==> src/rtl/mux_128.sv <==
// Registered 2:1 selector for full-width vector operands: out takes ina or inb
// one clock after sampling, with out_valid marking data loaded since reset.
module mux_128 #(
    parameter int WIDTH = 128
) (
    input  logic             clk,
    input  logic             reset,
    input  logic [0:WIDTH-1] ina,
    input  logic [0:WIDTH-1] inb,
    input  logic             sel,
    input  logic             en,
    output logic [0:WIDTH-1] out,
    output logic             out_valid
);

    // Handshake: there is no back-pressure. An edge with en=1 always captures,
    // and out_valid stays high from the first such edge until the next reset.
    logic [0:WIDTH-1] next_data;

    always_comb begin
        next_data = sel ? inb : ina;
    end

    always_ff @(posedge clk or posedge reset) begin
        if (reset) begin
            out       <= '0;
            out_valid <= 1'b0;
        end else if (en) begin
            out       <= next_data;
            out_valid <= 1'b1;
        end
    end

endmodule

==> config.mk <==
export PLATFORM = sky130hd
export DESIGN_NAME = mux_128
export DESIGN_NICKNAME = d
export VERILOG_FILES = /design/src/rtl/mux_128.sv
export SDC_FILE = /design/constraint.sdc
export NUM_CORES = 1
export LEC_CHECK = 0
export CAP_MARGIN = 40
export CORE_MARGIN = 4
export CORE_UTILIZATION = 25
export CTS_CLUSTER_DIAMETER = 120
export DETAILED_ROUTE_END_ITERATION = 8
export PLACE_DENSITY_LB_ADDON = 0.25
export SYNTH_ARGS = -nofsm -noshare
export SYNTH_HDL_FRONTEND = slang
export SYNTH_SLANG_ARGS = --single-unit
==> constraint.sdc <==
create_clock -name clk -period 5.1 [get_ports clk]
set_input_delay 1.02 -clock clk [delete_from_list [all_inputs] [get_ports clk]]
set_output_delay 1.02 -clock clk [all_outputs]
set_load 0.01 [all_outputs]
==> run summary, run 1 <==
Largest net degree at the start of global routing - 94
Initial Util - 25.6%
Clock sink total - 129
DIE HEIGHT - 164 um
IO Port Bufs - 388
Final Slew Violations - 0
Io pins - 389
Switch Pwr - 825 uW
Crit path time final - 2.38 ns
Status - complete, no violations
Leakage - 0.00452 uW
Chip width - 164 um
Worst reg-to-reg setup slack - 4.35 ns
Setup WS pre-CTS - 2.49 ns
Cell area after synthesis - 0.00605 sq mm
CP arrival - 1.36 ns
Placeable core area - 0.0236 sq mm
Dpl hpwl - 15600 um
Post-synth EDFFs - 0
Worst path required time - 4.08 ns
Crit path launch type - flip-flop
CTS tree - built
DR pass1 iterations - 5
Vias per inst - 4.26
Worst hold slack - 0.472 ns
RSZ-0062 raised after global routing - false
Hold Path Class - reg2reg
Tightest Pin Transition - 0.797 ns
Post-synth top area share - 53.4%
NumNets Final - 1191
RR Startpoint - out_valid
Yosys cell types - 10
Total Power - 3280 uW
DRC errors left - 0
Final Worst Setup Slack - 2.72 ns
Hold Fails Final Rpt - 0
Iter 0 DRT Violations - 246
Number of gates resized after cts - 0
Gr usage total - 14.6%
Hold buffers post-CTS - 0
R2R depth - 1
Number of global-route vias before repair - 5605
#FFs+latches synth - 129
H-tree depth - 4
Normalized max-slew margin - 46.9%
Slowest stage delay, CP - 0.56 ns
Post-DR wirelength/cell - 16.2 um
Switching portion of total power - 25.2%
Post-route ant nets - 0
Most numerous cell in the Yosys netlist - dfrtp_1
Routed via count - 5379
Predominant post-synthesis flop cell - dfrtp_1
Delay-heaviest family, CP - buffers and inverters
Clk slew on worst S/H paths - 0.06 ns
Initial antenna violation count - 0
Comb pwr share - 22.6%
Area growth syn-to-layout - 76.7%
First-pass GRT wire length - 30500 um
WS Path Type - reg2out
Worst hold path endpoint - out_valid
Yosys warns - 0
Num CTS Buffers - 17
WP buf/inv - 1
Cell Pwr Density - 307 mW/mm^2
Clock power share - 41.2%
Critical path's slowest cell - clkdlybuf4s50_1
Endpoints failing setup - 0
Postcts setup bufs - 0
Period utilisation layout - 46.7%
GPL Wtd Cong - 0.777
Cell taking the most area after synthesis - dfrtp_1
Crit path max fanout - 2
Drt total wl - 20500 um
Critical Path Source - out[75]
Longest Clk Path Bufs - 2
Setup TNS - 0 ns
Mapped Cells - 558
Asr flop ratio synth - 100%
Maximum vdd drop - 191 uV
Seq/Total Area, Yosys - 53.4%
Fmax - 0.420 GHz
Clock root cell - clkbuf_16
Synth area leaders - dfrtp_1 53%, mux2i_1 21%, a21oi_1 11%, nor2_1 7.9%, buf_12 4.3%
Mean Syn Cell Area - 10.8 sq um
Internal power - 2450 uW
Hold depth - 1
Die area - 0.0268 sq mm
Worst Skew - 0 ns
Max-cap viol count - 0
Syn_nets - 818
Crit-path cells - clkdlybuf4s50_1
Clk Latency, worst-skew pair - 0.41 ns
FF-to-FF End - out_valid
Critical Path End Type - output port
Share of layout cells above drive strength 1 - 4.45%
Post-synth top cells - 129 x dfrtp_1, 128 x a21oi_1, 128 x mux2i_1, 128 x nor2_1, 23 x buf_2
Reg power frac - 36.3%
Row count - 56
# diodes - 0
GRT overflow - 0
Min-delay src - out_valid
## placed cells by master, fill, tap and decap left out
master	synthesis	routed
clkdlybuf4s50_1	0	386
dfrtp_1	129	129
mux2i_1	128	128
nor2_1	128	128
a21oi_1	128	128
clkbuf_16	0	17
buf_4	0	6
bufinv_16	0	5
inv_6	0	3
clkinvlp_4	0	3
clkinv_4	0	2
clkbuf_1	6	2
buf_6	1	2
buf_16	0	2
or2_2	1	1
buf_12	13	1
## worst max-delay path by stage
stage	end	cells past startpoint	slack [ns]
after floorplan	out[0]	1	0.64
after global placement	out[8]	4	2.48
after detailed placement	out[17]	4	2.49
after CTS	out[75]	1	2.69
after global routing	out[75]	1	2.67
final	out[75]	1	2.72
## metal layers
layer	GRT usage, %	vias up	routed length, um
met1	17.2	2467	8090
met5	0	-	0
li1	-	2671	-
met4	4.19	0	279
met3	5.40	14	2030
met2	25.2	227	10100
## flip-flops by register name (all words and copies together) (netlist names)
| name | cells |
|---|---|
| out | 128 |
| out_valid | 1 |
## kinds of logic (layout without fill, tap and decap cells)
family	count (synthesis)	in the layout	share of synthesized area, %
buffers and inverters	44	429	6.83
multiplexers	128	128	21.2
AO/OA/AOI/OAI	128	128	10.6
flip-flops	129	129	53.4
AND/OR/NAND/NOR	129	129	8.05
## power by group through the flow
stage                     logic, uW  registers [uW]  clock network (uW)
after floorplan                 227            1260                   0
after global placement          741            1210                   0
after detailed placement        751            1210                   0
after CTS                       753            1190                1380
after global routing            799            1200                1430
final                           739            1190                1350
## per-stage QoR
| stage | area (sq um) | cells | util (%) |
|---|---|---|---|
| 2_1_floorplan | 6050 | 558 | - |
| 3_3_place_gp | 10000 | 1229 | 42.3 |
| 6_report | 10700 | 1262 | 45.3 |
| 4_1_cts | 10700 | 1262 | 45.3 |
| 5_1_grt | 10700 | 1262 | 45.3 |
| 3_5_place_dp | 10100 | 1231 | 42.6 |
## final cells by class
cell class              count  area, sq um
flip-flops and latches    129         3230
repair buffers            397         4010
well taps                 319          399
clock buffers              19          433
clock inverters            12          208
multi-input cells         385         2410
inverters                   1         8.76
fillers                  2305        12900
No activity file was read; power rests on OpenSTA's default activity.
==> run 2, diff against run 1 <==
==> constraint.sdc (replaced) <==
create_clock -name clk -period 2 [get_ports clk]
set_input_delay 0.4 -clock clk [delete_from_list [all_inputs] [get_ports clk]]
set_output_delay 0.4 -clock clk [all_outputs]
set_load 0.01 [all_outputs]
==> run 2 against run 1 <==
Power grew to 2.5 times the previous value. Critical path type unchanged. Clock skew stayed put. Combinational power grew to 2.6 times the previous value. Sequential power grew to 2.5 times the previous value.
==> run summary, run 2 (synthesized netlist as in run 1, its figures left out) <==
Worst hold slack - 0.355 ns
Number of global-route vias before repair - 5539
Status - complete, no violations
Crit-path cells - clkdlybuf4s50_1
# diodes - 0
Initial antenna violation count - 0
Switch Pwr - 2090 uW
Filler cells - 2267
Largest net degree at the start of global routing - 89
DRC errors left - 0
Longest Clk Path Bufs - 2
Chip width - 164 um
Setup TNS - 0 ns
Clock sink total - 129
Max-cap viol count - 0
Number of gates resized after cts - 0
Num CTS Buffers - 17
Reg power frac - 36.5%
Tightest Pin Transition - 0.410 ns
Share of layout cells above drive strength 1 - 5.46%
Cell Pwr Density - 769 mW/mm^2
Clk slew on worst S/H paths - 0.06 ns
Normalized max-slew margin - 72.6%
IO Port Bufs - 388
Internal power - 6220 uW
Post-route ant nets - 0
Die area - 0.0268 sq mm
Period utilisation layout - 87.4%
Critical Path End Type - output port
Critical path's slowest cell - clkdlybuf4s50_1
WP buf/inv - 1
RSZ-0062 raised after global routing - false
Regs by FF count - out x128, out_valid x1
GRT overflow - 0
Placeable core area - 0.0236 sq mm
Placed Instances - 1240
Area growth syn-to-layout - 78.7%
Leakage - 0.00458 uW
Crit path time final - 1.75 ns
Switching portion of total power - 25.2%
Worst reg-to-reg setup slack - 1.24 ns
Hold Path Class - in2reg
Most common cell after layout, fill and taps aside - clkdlybuf4s50_1
NumNets Final - 1200
Fin util - 45.8%
Final Worst Setup Slack - 0.252 ns
CTS tree - built
DR pass1 iterations - 4
DIE HEIGHT - 164 um
Delay-heaviest family, CP - buffers and inverters
Most frequent cells in the layout - 386 x clkdlybuf4s50_1, 129 x dfrtp_1, 128 x mux2i_1, 128 x nor2_1, 128 x a21oi_1
H-tree depth - 4
Final Slew Violations - 0
Fmax - 0.572 GHz
Post-DR wirelength/cell - 16.0 um
GPL Wtd Cong - 0.745
Worst path required time - 1.60 ns
Worst Skew - 0 ns
Number of flip-flops in the largest register - 128
Iter 0 DRT Violations - 196
Clock power share - 40.7%
Row count - 56
Reg area - 0.00323 sq mm
Setup WS pre-CTS - 0.502 ns
Hold Fails Final Rpt - 0
Crit path launch type - flip-flop
Comb pwr share - 22.9%
Finished Layout Cells - 1271
Vias per inst - 4.20
Io pins - 389
Clock root cell - clkbuf_16
Crit path max fanout - 2
Drt total wl - 20400 um
Routed via count - 5336
Maximum vdd drop - 524 uV
Gr usage total - 14.5%
Dpl hpwl - 15500 um
Hold buffers post-CTS - 0
Largest register by flop count - out
First-pass GRT wire length - 30300 um
Clk Latency, worst-skew pair - 0.40 ns
Initial Util - 25.6%
CP arrival - 1.35 ns
Multi-input gate area - 0.00241 sq mm
Slowest stage delay, CP - 0.57 ns
Endpoints failing setup - 0
WS Path Type - reg2out
Postcts setup bufs - 0
[run 2: changes by cell type in the layout (fill, tap and decap cells not counted)]
| cell | before | now |
|---|---|---|
| buf_12 | 1 | 9 |
| buf_4 | 6 | 9 |
| buf_16 | 2 | 0 |
| clkbuf_8 | 0 | 2 |
| bufinv_16 | 5 | 4 |
| clkbuf_1 | 2 | 1 |
| clkinv_4 | 2 | 1 |
| clkinvlp_4 | 3 | 4 |
[run 2: worst paths after layout]
check,depth (start not counted),startpoint,endpoint
worst max-delay path,1,out[84],out[84]
worst min-delay path,2,en,out[75]
worst max register to register,1,out_valid,out_valid
worst min register to register,1,out_valid,out_valid
max in group asynchronous,3,reset,out[97]
min in group asynchronous,3,reset,out[22]
[run 2: routing by layer]
metal | track usage, % | part of all wire (%) | up-vias | wire length, um
li1 | - | - | 2696 | -
met1 | 16.7 | 39 | 2395 | 8020
met2 | 25.2 | 49 | 229 | 10000
met3 | 5.70 | 9.9 | 16 | 2020
met4 | 3.77 | 1.4 | 0 | 282
met5 | 0 | 0 | - | 0
[run 2: power by group through the flow]
stage | sequential, uW | combinational, uW | clock (uW)
floorplan | 3200 | 579 | 0
global placement | 3070 | 1930 | 0
detailed placement | 3070 | 1930 | 0
CTS | 3030 | 1940 | 3500
global route | 3070 | 2050 | 3630
finish | 3030 | 1900 | 3380
[run 2: cell type report]
cell class              count  area share, %
inverters                   1         0.0694
clock buffers              20           4.22
flip-flops and latches    129           29.9
clock inverters            11           1.64
multi-input cells         385           22.3
well taps                 319           3.69
repair buffers            406           38.2
[run 2: stage by stage]
step | cell area, sq um | total power [uW]
after floorplan | 6050 | 3780
after global placement | 10200 | 4990
after detailed placement | 10200 | 5010
after CTS | 10800 | 8470
after global routing | 10800 | 8750
final | 10800 | 8310
